<file path="src/rtl/s_box_if.sv">
// SM4 S-box byte bus.
// Input byte/qualifier in, registered substitution out.
interface s_box_if;
  logic [7:0] i_data;
  logic       i_valid;
  logic [7:0] o_s_data;
  logic       o_s_valid;

  modport master (
    output i_data,
    output i_valid,
    input  o_s_data,
    input  o_s_valid
  );

  modport slave (
    input  i_data,
    input  i_valid,
    output o_s_data,
    output o_s_valid
  );
endinterface

</file>
<file path="src/rtl/s_box.sv">
// SM4 S-box: one-cycle registered byte substitution.
// Case ROM table; valid travels alongside the data.
module s_box (
  input  logic     i_clk,
  input  logic     i_rst,
  s_box_if.slave   bus
);

  logic [7:0] sub;

  // Fixed SM4 substitution table, row = high nibble.
  always_comb begin
    sub = 8'h00;
    case (bus.i_data)
      8'h00: sub = 8'hd6;
      8'h01: sub = 8'h90;
      8'h02: sub = 8'he9;
      8'h03: sub = 8'hfe;
      8'h04: sub = 8'hcc;
      8'h05: sub = 8'he1;
      8'h06: sub = 8'h3d;
      8'h07: sub = 8'hb7;
      8'h08: sub = 8'h16;
      8'h09: sub = 8'hb6;
      8'h0a: sub = 8'h14;
      8'h0b: sub = 8'hc2;
      8'h0c: sub = 8'h28;
      8'h0d: sub = 8'hfb;
      8'h0e: sub = 8'h2c;
      8'h0f: sub = 8'h05;
      8'h10: sub = 8'h2b;
      8'h11: sub = 8'h67;
      8'h12: sub = 8'h9a;
      8'h13: sub = 8'h76;
      8'h14: sub = 8'h2a;
      8'h15: sub = 8'hbe;
      8'h16: sub = 8'h04;
      8'h17: sub = 8'hc3;
      8'h18: sub = 8'haa;
      8'h19: sub = 8'h44;
      8'h1a: sub = 8'h13;
      8'h1b: sub = 8'h26;
      8'h1c: sub = 8'h49;
      8'h1d: sub = 8'h86;
      8'h1e: sub = 8'h06;
      8'h1f: sub = 8'h99;
      8'h20: sub = 8'h9c;
      8'h21: sub = 8'h42;
      8'h22: sub = 8'h50;
      8'h23: sub = 8'hf4;
      8'h24: sub = 8'h91;
      8'h25: sub = 8'hef;
      8'h26: sub = 8'h98;
      8'h27: sub = 8'h7a;
      8'h28: sub = 8'h33;
      8'h29: sub = 8'h54;
      8'h2a: sub = 8'h0b;
      8'h2b: sub = 8'h43;
      8'h2c: sub = 8'hed;
      8'h2d: sub = 8'hcf;
      8'h2e: sub = 8'hac;
      8'h2f: sub = 8'h62;
      8'h30: sub = 8'he4;
      8'h31: sub = 8'hb3;
      8'h32: sub = 8'h1c;
      8'h33: sub = 8'ha9;
      8'h34: sub = 8'hc9;
      8'h35: sub = 8'h08;
      8'h36: sub = 8'he8;
      8'h37: sub = 8'h95;
      8'h38: sub = 8'h80;
      8'h39: sub = 8'hdf;
      8'h3a: sub = 8'h94;
      8'h3b: sub = 8'hfa;
      8'h3c: sub = 8'h75;
      8'h3d: sub = 8'h8f;
      8'h3e: sub = 8'h3f;
      8'h3f: sub = 8'ha6;
      8'h40: sub = 8'h47;
      8'h41: sub = 8'h07;
      8'h42: sub = 8'ha7;
      8'h43: sub = 8'hfc;
      8'h44: sub = 8'hf3;
      8'h45: sub = 8'h73;
      8'h46: sub = 8'h17;
      8'h47: sub = 8'hba;
      8'h48: sub = 8'h83;
      8'h49: sub = 8'h59;
      8'h4a: sub = 8'h3c;
      8'h4b: sub = 8'h19;
      8'h4c: sub = 8'he6;
      8'h4d: sub = 8'h85;
      8'h4e: sub = 8'h4f;
      8'h4f: sub = 8'ha8;
      8'h50: sub = 8'h68;
      8'h51: sub = 8'h6b;
      8'h52: sub = 8'h81;
      8'h53: sub = 8'hb2;
      8'h54: sub = 8'h71;
      8'h55: sub = 8'h64;
      8'h56: sub = 8'hda;
      8'h57: sub = 8'h8b;
      8'h58: sub = 8'hf8;
      8'h59: sub = 8'heb;
      8'h5a: sub = 8'h0f;
      8'h5b: sub = 8'h4b;
      8'h5c: sub = 8'h70;
      8'h5d: sub = 8'h56;
      8'h5e: sub = 8'h9d;
      8'h5f: sub = 8'h35;
      8'h60: sub = 8'h1e;
      8'h61: sub = 8'h24;
      8'h62: sub = 8'h0e;
      8'h63: sub = 8'h5e;
      8'h64: sub = 8'h63;
      8'h65: sub = 8'h58;
      8'h66: sub = 8'hd1;
      8'h67: sub = 8'ha2;
      8'h68: sub = 8'h25;
      8'h69: sub = 8'h22;
      8'h6a: sub = 8'h7c;
      8'h6b: sub = 8'h3b;
      8'h6c: sub = 8'h01;
      8'h6d: sub = 8'h21;
      8'h6e: sub = 8'h78;
      8'h6f: sub = 8'h87;
      8'h70: sub = 8'hd4;
      8'h71: sub = 8'h00;
      8'h72: sub = 8'h46;
      8'h73: sub = 8'h57;
      8'h74: sub = 8'h9f;
      8'h75: sub = 8'hd3;
      8'h76: sub = 8'h27;
      8'h77: sub = 8'h52;
      8'h78: sub = 8'h4c;
      8'h79: sub = 8'h36;
      8'h7a: sub = 8'h02;
      8'h7b: sub = 8'he7;
      8'h7c: sub = 8'ha0;
      8'h7d: sub = 8'hc4;
      8'h7e: sub = 8'hc8;
      8'h7f: sub = 8'h9e;
      8'h80: sub = 8'hea;
      8'h81: sub = 8'hbf;
      8'h82: sub = 8'h8a;
      8'h83: sub = 8'hd2;
      8'h84: sub = 8'h40;
      8'h85: sub = 8'hc7;
      8'h86: sub = 8'h38;
      8'h87: sub = 8'hb5;
      8'h88: sub = 8'ha3;
      8'h89: sub = 8'hf7;
      8'h8a: sub = 8'hf2;
      8'h8b: sub = 8'hce;
      8'h8c: sub = 8'hf9;
      8'h8d: sub = 8'h61;
      8'h8e: sub = 8'h15;
      8'h8f: sub = 8'ha1;
      8'h90: sub = 8'he0;
      8'h91: sub = 8'hae;
      8'h92: sub = 8'h5d;
      8'h93: sub = 8'ha4;
      8'h94: sub = 8'h9b;
      8'h95: sub = 8'h34;
      8'h96: sub = 8'h1a;
      8'h97: sub = 8'h55;
      8'h98: sub = 8'had;
      8'h99: sub = 8'h93;
      8'h9a: sub = 8'h32;
      8'h9b: sub = 8'h30;
      8'h9c: sub = 8'hf5;
      8'h9d: sub = 8'h8c;
      8'h9e: sub = 8'hb1;
      8'h9f: sub = 8'he3;
      8'ha0: sub = 8'h1d;
      8'ha1: sub = 8'hf6;
      8'ha2: sub = 8'he2;
      8'ha3: sub = 8'h2e;
      8'ha4: sub = 8'h82;
      8'ha5: sub = 8'h66;
      8'ha6: sub = 8'hca;
      8'ha7: sub = 8'h60;
      8'ha8: sub = 8'hc0;
      8'ha9: sub = 8'h29;
      8'haa: sub = 8'h23;
      8'hab: sub = 8'hab;
      8'hac: sub = 8'h0d;
      8'had: sub = 8'h53;
      8'hae: sub = 8'h4e;
      8'haf: sub = 8'h6f;
      8'hb0: sub = 8'hd5;
      8'hb1: sub = 8'hdb;
      8'hb2: sub = 8'h37;
      8'hb3: sub = 8'h45;
      8'hb4: sub = 8'hde;
      8'hb5: sub = 8'hfd;
      8'hb6: sub = 8'h8e;
      8'hb7: sub = 8'h2f;
      8'hb8: sub = 8'h03;
      8'hb9: sub = 8'hff;
      8'hba: sub = 8'h6a;
      8'hbb: sub = 8'h72;
      8'hbc: sub = 8'h6d;
      8'hbd: sub = 8'h6c;
      8'hbe: sub = 8'h5b;
      8'hbf: sub = 8'h51;
      8'hc0: sub = 8'h8d;
      8'hc1: sub = 8'h1b;
      8'hc2: sub = 8'haf;
      8'hc3: sub = 8'h92;
      8'hc4: sub = 8'hbb;
      8'hc5: sub = 8'hdd;
      8'hc6: sub = 8'hbc;
      8'hc7: sub = 8'h7f;
      8'hc8: sub = 8'h11;
      8'hc9: sub = 8'hd9;
      8'hca: sub = 8'h5c;
      8'hcb: sub = 8'h41;
      8'hcc: sub = 8'h1f;
      8'hcd: sub = 8'h10;
      8'hce: sub = 8'h5a;
      8'hcf: sub = 8'hd8;
      8'hd0: sub = 8'h0a;
      8'hd1: sub = 8'hc1;
      8'hd2: sub = 8'h31;
      8'hd3: sub = 8'h88;
      8'hd4: sub = 8'ha5;
      8'hd5: sub = 8'hcd;
      8'hd6: sub = 8'h7b;
      8'hd7: sub = 8'hbd;
      8'hd8: sub = 8'h2d;
      8'hd9: sub = 8'h74;
      8'hda: sub = 8'hd0;
      8'hdb: sub = 8'h12;
      8'hdc: sub = 8'hb8;
      8'hdd: sub = 8'he5;
      8'hde: sub = 8'hb4;
      8'hdf: sub = 8'hb0;
      8'he0: sub = 8'h89;
      8'he1: sub = 8'h69;
      8'he2: sub = 8'h97;
      8'he3: sub = 8'h4a;
      8'he4: sub = 8'h0c;
      8'he5: sub = 8'h96;
      8'he6: sub = 8'h77;
      8'he7: sub = 8'h7e;
      8'he8: sub = 8'h65;
      8'he9: sub = 8'hb9;
      8'hea: sub = 8'hf1;
      8'heb: sub = 8'h09;
      8'hec: sub = 8'hc5;
      8'hed: sub = 8'h6e;
      8'hee: sub = 8'hc6;
      8'hef: sub = 8'h84;
      8'hf0: sub = 8'h18;
      8'hf1: sub = 8'hf0;
      8'hf2: sub = 8'h7d;
      8'hf3: sub = 8'hec;
      8'hf4: sub = 8'h3a;
      8'hf5: sub = 8'hdc;
      8'hf6: sub = 8'h4d;
      8'hf7: sub = 8'h20;
      8'hf8: sub = 8'h79;
      8'hf9: sub = 8'hee;
      8'hfa: sub = 8'h5f;
      8'hfb: sub = 8'h3e;
      8'hfc: sub = 8'hd7;
      8'hfd: sub = 8'hcb;
      8'hfe: sub = 8'h39;
      8'hff: sub = 8'h48;
      default: sub = 8'h00;
    endcase
  end

  // Register result every cycle; valid is a plain delayed copy.
  always_ff @(posedge i_clk or posedge i_rst) begin
    if (i_rst) begin
      bus.o_s_data  <= 8'h00;
      bus.o_s_valid <= 1'b0;
    end else begin
      bus.o_s_data  <= sub;
      bus.o_s_valid <= bus.i_valid;
    end
  end

endmodule

</file>
<file path="src/flat_wrapper.sv">
// flat-port wrapper written by rule: the top's interface ports become plain ports
module s_box_flat 
  (i_clk, i_rst, bus_i_data, bus_i_valid, bus_o_s_data, bus_o_s_valid);
  s_box_if bus_i ();
  input  logic i_clk;
  input  logic i_rst;
  input wire logic [$bits(bus_i.i_data)-1:0] bus_i_data;
  input wire logic [$bits(bus_i.i_valid)-1:0] bus_i_valid;
  output wire logic [$bits(bus_i.o_s_data)-1:0] bus_o_s_data;
  output wire logic [$bits(bus_i.o_s_valid)-1:0] bus_o_s_valid;
  assign bus_i.i_data = bus_i_data;
  assign bus_i.i_valid = bus_i_valid;
  assign bus_o_s_data = bus_i.o_s_data;
  assign bus_o_s_valid = bus_i.o_s_valid;
  s_box u_core (.i_clk(i_clk), .i_rst(i_rst), .bus(bus_i));
endmodule
</file>
<file path="config.mk">
export PLATFORM = sky130hd
export DESIGN_NAME = s_box_flat
export DESIGN_NICKNAME = d
export VERILOG_FILES = /design/src/rtl/s_box_if.sv /design/src/rtl/s_box.sv /design/src/flat_wrapper.sv
export SDC_FILE = /design/constraint.sdc
export NUM_CORES = 1
export LEC_CHECK = 0
export CELL_PAD_IN_SITES_DETAIL_PLACEMENT = 1
export CELL_PAD_IN_SITES_GLOBAL_PLACEMENT = 1
export CORE_ASPECT_RATIO = 0.9
export CORE_MARGIN = 10
export CORE_UTILIZATION = 40
export CTS_CLUSTER_SIZE = 24
export DETAILED_ROUTE_END_ITERATION = 7
export PLACE_DENSITY = 0.9
export SLEW_MARGIN = 20
export SYNTH_ARGS = -nofsm -noshare
export SYNTH_HDL_FRONTEND = slang
export SYNTH_SLANG_ARGS = --single-unit
</file>
<file path="constraint.sdc">
create_clock -name i_clk -period 0.8 [get_ports i_clk]
set_input_delay 0.08 -clock i_clk [delete_from_list [all_inputs] [get_ports i_clk]]
set_output_delay 0.08 -clock i_clk [all_outputs]
set_load 0.005 [all_outputs]
</file>
==> results.tsv, run 1 <==
metric	value	unit
status	aborted with a tool error	
haltStage	global routing (5_1_grt)	
stop_error	[ERROR GRT-0232] Routing congestion too high. Check the congestion heatmap in the GUI.	
synth_edf_count	0	
holdBufCountCts	0	
portBuffers	19	
ys.flop_type	dfrtp_1	
synth_seq_area_share	0.06316	
synth_top_area_frac	0.06421	
synthArstFlopShare	1.000	
ys_seq_elements	9	
syn_inst	553	
grt_overflow	163	
syn_area	3566	um2
yosysWarnings	0	
gp_congestion	1.270	
htree_levels	1	
pin_count	20	
clock_path_buffers	2	
worstEndpointType	sequential cell input	
ys_types	74	
synth_top_area_cell	nand2_1	
cts_sinks	9	
grt_max_degree	38	
cts_buffers	3	
cts-root-buf	clkbuf_8	
die_h	109.6	um
synth_area_per_cell	6.448	um2
grt_usage	0.7488	
worst_endpoint	u_core.bus.o_s_data[0]$_DFF_PP0_/D	
die_w	119.5	um
synthTopCellsByArea	nand2_1 (6.4%), dfrtp_1 (6.3%), a21oi_1 (5.9%)	
hpwl	20520	um
rows	32	
synth_nets	577	
floorplan.initialDensity	0.4123	
==> Yosys cell counts (9+ instances only) <==
cell	n
nand2_1	61
nor2_1	43
a21oi_1	42
o21ai_0	41
buf_2	26
a31oi_1	25
clkbuf_1	25
o211ai_1	25
nand3_1	19
nor3_1	17
nor2b_1	14
o311ai_0	14
a211oi_1	13
ha_1	13
nand2b_1	13
inv_1	12
buf_4	9
dfrtp_1	9
==> cells by family after synthesis <==
family / count (synthesis) / share of synthesized area
XOR/XNOR: 1 / 0.004563
AND/OR/NAND/NOR: 203 / 0.2789
multiplexers: 8 / 0.02632
buffers and inverters: 82 / 0.1179
adder cells (fa/ha/maj): 13 / 0.04562
flip-flops: 9 / 0.06316
AO/OA/AOI/OAI: 237 / 0.4635
==> per-stage QoR <==
step | instances | setup TNS [ns] | setup WS, ns | cell area [um2] | hold WS (ns)
floorplan | 553 | -7.752 | -1.215 | 3633 | -0.09208
global placement | 821 | -14.44 | -1.832 | 5107 | 0.3782
detailed placement | 821 | -16.38 | -2.054 | 5107 | 0.4149
CTS | 830 | -8.676 | -1.160 | 5414 | 0.1589
==> routing by layer <==
| layer | overflow | GRT usage |
|---|---|---|
| met4 | 56 | 0.7737 |
| met5 | 0 | 0.2978 |
| met2 | 103 | 0.8772 |
| met1 | 1 | 0.7306 |
| met3 | 3 | 0.6607 |
==> timing repair <==
| item | in CTS |
|---|---|
| setup endpoints to repair | 17 |
| gates resized for setup | 117 |
| pin swaps | 20 |
| buffers inserted | 5 |
| endpoints found under the hold margin | 0 |
==> inputs of run 2 (changes only) <==
==> config.mk (replaced) <==
export PLATFORM = sky130hd
export DESIGN_NAME = s_box_flat
export DESIGN_NICKNAME = d
export VERILOG_FILES = /design/src/rtl/s_box_if.sv /design/src/rtl/s_box.sv /design/src/flat_wrapper.sv
export SDC_FILE = /design/constraint.sdc
export NUM_CORES = 1
export LEC_CHECK = 0
export CORE_MARGIN = 10
export CORE_UTILIZATION = 40
export DETAILED_ROUTE_END_ITERATION = 7
export PLACE_DENSITY_LB_ADDON = 0.15
export SLEW_MARGIN = 20
export SYNTH_ARGS = -nofsm -noshare
export SYNTH_HDL_FRONTEND = slang
export SYNTH_SLANG_ARGS = --single-unit
==> constraint.sdc (replaced) <==
create_clock -name i_clk -period 1 [get_ports i_clk]
set_input_delay 0.1 -clock i_clk [delete_from_list [all_inputs] [get_ports i_clk]]
set_output_delay 0.1 -clock i_clk [all_outputs]
set_load 0.005 [all_outputs]
==> run 2 against run 1 <==
Net effect: area after synthesis unchanged; the flow now finishes, with violations (setup timing); synthesized cell count unchanged.
==> results.tsv, run 2 <==
metric	value	unit	change
cp_max_fo	8		
vias	5993		
hpwl	17160	um	was 20520 um
maxSlewHeadroom	0.6318		
failed_checks	setup timing		
grt_usage	0.3303		
yosysWarnings	0		unchanged
synth_area_per_cell	6.448	um2	unchanged
area_growth_syn_to_layout	63.44	%	
grt_pass1_vias	5632		
clock.fmax	0.5560	GHz	
grt_antenna_before_repair	0		
max-cap-violations	0		
finalSetupTns	-5.759	ns	
mostFrequentLayoutCells	buf_4 (193), nand2_1 (55), nor2_1 (37)		
drcViolationCount	0		
crit_type	in2reg		
fin_nets	748		
die_h	114.4	um	was 109.6 um
syn_area	3566	um2	unchanged
synth_seq_area_share	0.06316		unchanged
yosysMostFrequentCell	nand2_1		unchanged
ys_seq_elements	9		unchanged
clock_path_buffers	2		unchanged
synth_nets	577		unchanged
startpoint	bus_i_data[1]		
post-route-cell-area	5828	um2	
dp_cells	822		was 821
start_kind	input port		
vdd_drop_max	374.8	uV	
path_clk_slew	0.06	ns	
status	finished, violations left		was aborted with a tool error
drt_iter0_markers	1207		
synth_edf_count	0		unchanged
grt_overflow	0		
layout.cells.non_filler	831		
die_w	114.4	um	was 119.5 um
ys_types	74		unchanged
crit_path_end_kind	flip-flop		
rows	34		was 32
powerDensity	692.2	nW/um2	
setup_viol	8		
portBuffers	19		unchanged
cp.arrival	1.90	ns	
grt_setup_unrepaired	true		
fin_crit	1.799	ns	
ys.flop_type	dfrtp_1		unchanged
pin_count	20		unchanged
synthArstFlopShare	1.000		unchanged
grt_pass1_wl	33800	um	
fp.dieArea	13090	um2	
synth_top_area_frac	0.06421		unchanged
timing.final.crit_share	1.799		
placedInstanceArea	5199	um2	was 5107 um2
tightest_slew	0.5502	ns	
mostFrequentLayoutCell	buf_4		
first_pass_iters	6		
coreArea	8721	um2	
synthTopCellsByCount	nand2_1 (61), nor2_1 (43), a21oi_1 (42), o21ai_0 (41), buf_2 (26)		unchanged
wl_per_cell	27.70	um	
setup_slack	-0.7986	ns	
holdBufCountCts	0		unchanged
htree_levels	1		unchanged
synth_top_area_cell	nand2_1		unchanged
critPathRequiredTime	1.11	ns	
fillers	720		
cts_sinks	9		unchanged
p_leak	2.409	nW	
reg_top3	u_core.bus.o_s_data (8), u_core.bus.o_s_valid (1)		
drive_gt1_frac	0.4467		
gp_congestion	1.200		was 1.270
drt-vias-per-instance	7.212		
cts_tree	built		
grt_max_degree	29		
n_antenna_cell	0		
syn_inst	553		unchanged
hold_violations	0		
drt-total-wl	23020	um	
cts-root-buf	clkbuf_8		unchanged
regMostFlops	u_core.bus.o_s_data		
largest_reg_flops	8		
hold_class	in2async		
floorplan.initialDensity	0.4089		was 0.4123
cts_buffers	3		unchanged
drv_slew	0		
synthTopCellsByArea	nand2_1 (6.4%), dfrtp_1 (6.3%), a21oi_1 (5.9%)		unchanged
ant_nets	0		
-- run 2: cell counts after synthesis --
No cell type changed its count.
-- run 2: worst max-delay path: stages --
cell and delay [ns]:
buf_8 0.08, clkinvlp_4 0.11, ha_4 0.26, nor2b_1 0.37, buf_8 0.22, nor3_4 0.05
nor3_1 0.20, a31oi_1 0.08, a31oi_1 0.28, o311ai_2 0.15
-- run 2: metal layers --
layer / vias to the layer above / global-route usage / wire length, um
li1: 2460 / - / -
met1: 2774 / 0.4141 / 8296
met2: 597 / 0.4824 / 9600
met3: 162 / 0.09382 / 3303
met4: 0 / 0.2122 / 1820
met5: - / 0 / 0
-- run 2: repair_timing --
item,4_1_cts,5_1_grt
gates cloned,0,0
gates resized for setup,100,62
pin swaps,31,24
buffers inserted,6,4
endpoints found under the setup margin,17,9
-- run 2: cell type report --
cell class | count | area, um2 | area share
Multi-Input combinational cell | 462 | 3406 | 0.5844
Timing Repair Buffer | 235 | 1958 | 0.3360
Sequential cell | 9 | 225.2 | 0.03864
Tap cell | 108 | 135.1 | 0.02319
Inverter | 13 | 58.81 | 0.01009
Clock buffer | 4 | 45.04 | 0.007729
-- run 2: path summary, 6_finish.rpt --
kind	to	slack, ns
max	u_core.bus.o_s_data[2]$_DFF_PP0_	-0.80
min	u_core.bus.o_s_data[1]$_DFF_PP0_	0.15
max in group asynchronous	u_core.bus.o_s_data[2]$_DFF_PP0_	0.55
min in group i_clk	u_core.bus.o_s_valid$_DFF_PP0_	0.31
-- run 2: power breakdown --
part	leakage (nW)	internal [mW]	switching, mW
Sequential	0.105	0.416	0.0224
Clock	0.0228	0.282	0.191
Combinational	2.28	1.38	1.75
Total	2.41	2.07	1.96
-- run 2: logic make-up after synthesis --
| kind of cell | count (synthesis) | share of synthesized area |
|---|---|---|
| AOI/OAI and AO/OA | 237 | 0.4635 |
| muxes | 8 | 0.02632 |
| and+or+nand+nor | 203 | 0.2789 |
| buffers and inverters | 82 | 0.1179 |
| DFF | 9 | 0.06316 |
| adders and majority gates | 13 | 0.04562 |
| xor gates and xnor gates | 1 | 0.004563 |
-- run 2: through the flow --
stage	total power, mW	hold WS [ns]	worst slack (ns)	utilization
after floorplan	1.741	-0.07208	-1.035	-
after global placement	3.076	0.4038	-1.625	0.5961
after detailed placement	3.084	0.4163	-1.622	0.5961
after CTS	3.697	0.1574	-0.7055	0.6373
after global routing	4.144	0.1742	-0.8054	0.6683
final	4.034	0.1503	-0.7986	0.6683
Power figures use the tool's default switching activity.
==> inputs of run 3 (changes only) <==
--- a/config.mk
+++ b/config.mk
@@ -5,11 +5,12 @@
 export SDC_FILE = /design/constraint.sdc
 export NUM_CORES = 1
 export LEC_CHECK = 0
+export CAP_MARGIN = 15
 export CORE_MARGIN = 10
 export CORE_UTILIZATION = 40
 export DETAILED_ROUTE_END_ITERATION = 7
 export PLACE_DENSITY_LB_ADDON = 0.15
-export SLEW_MARGIN = 20
+export SLEW_MARGIN = 10
 export SYNTH_ARGS = -nofsm -noshare
 export SYNTH_HDL_FRONTEND = slang
 export SYNTH_SLANG_ARGS = --single-unit
==> results of run 3 <==
No change in the layout: final DEF, timing and power equal those of run 2.
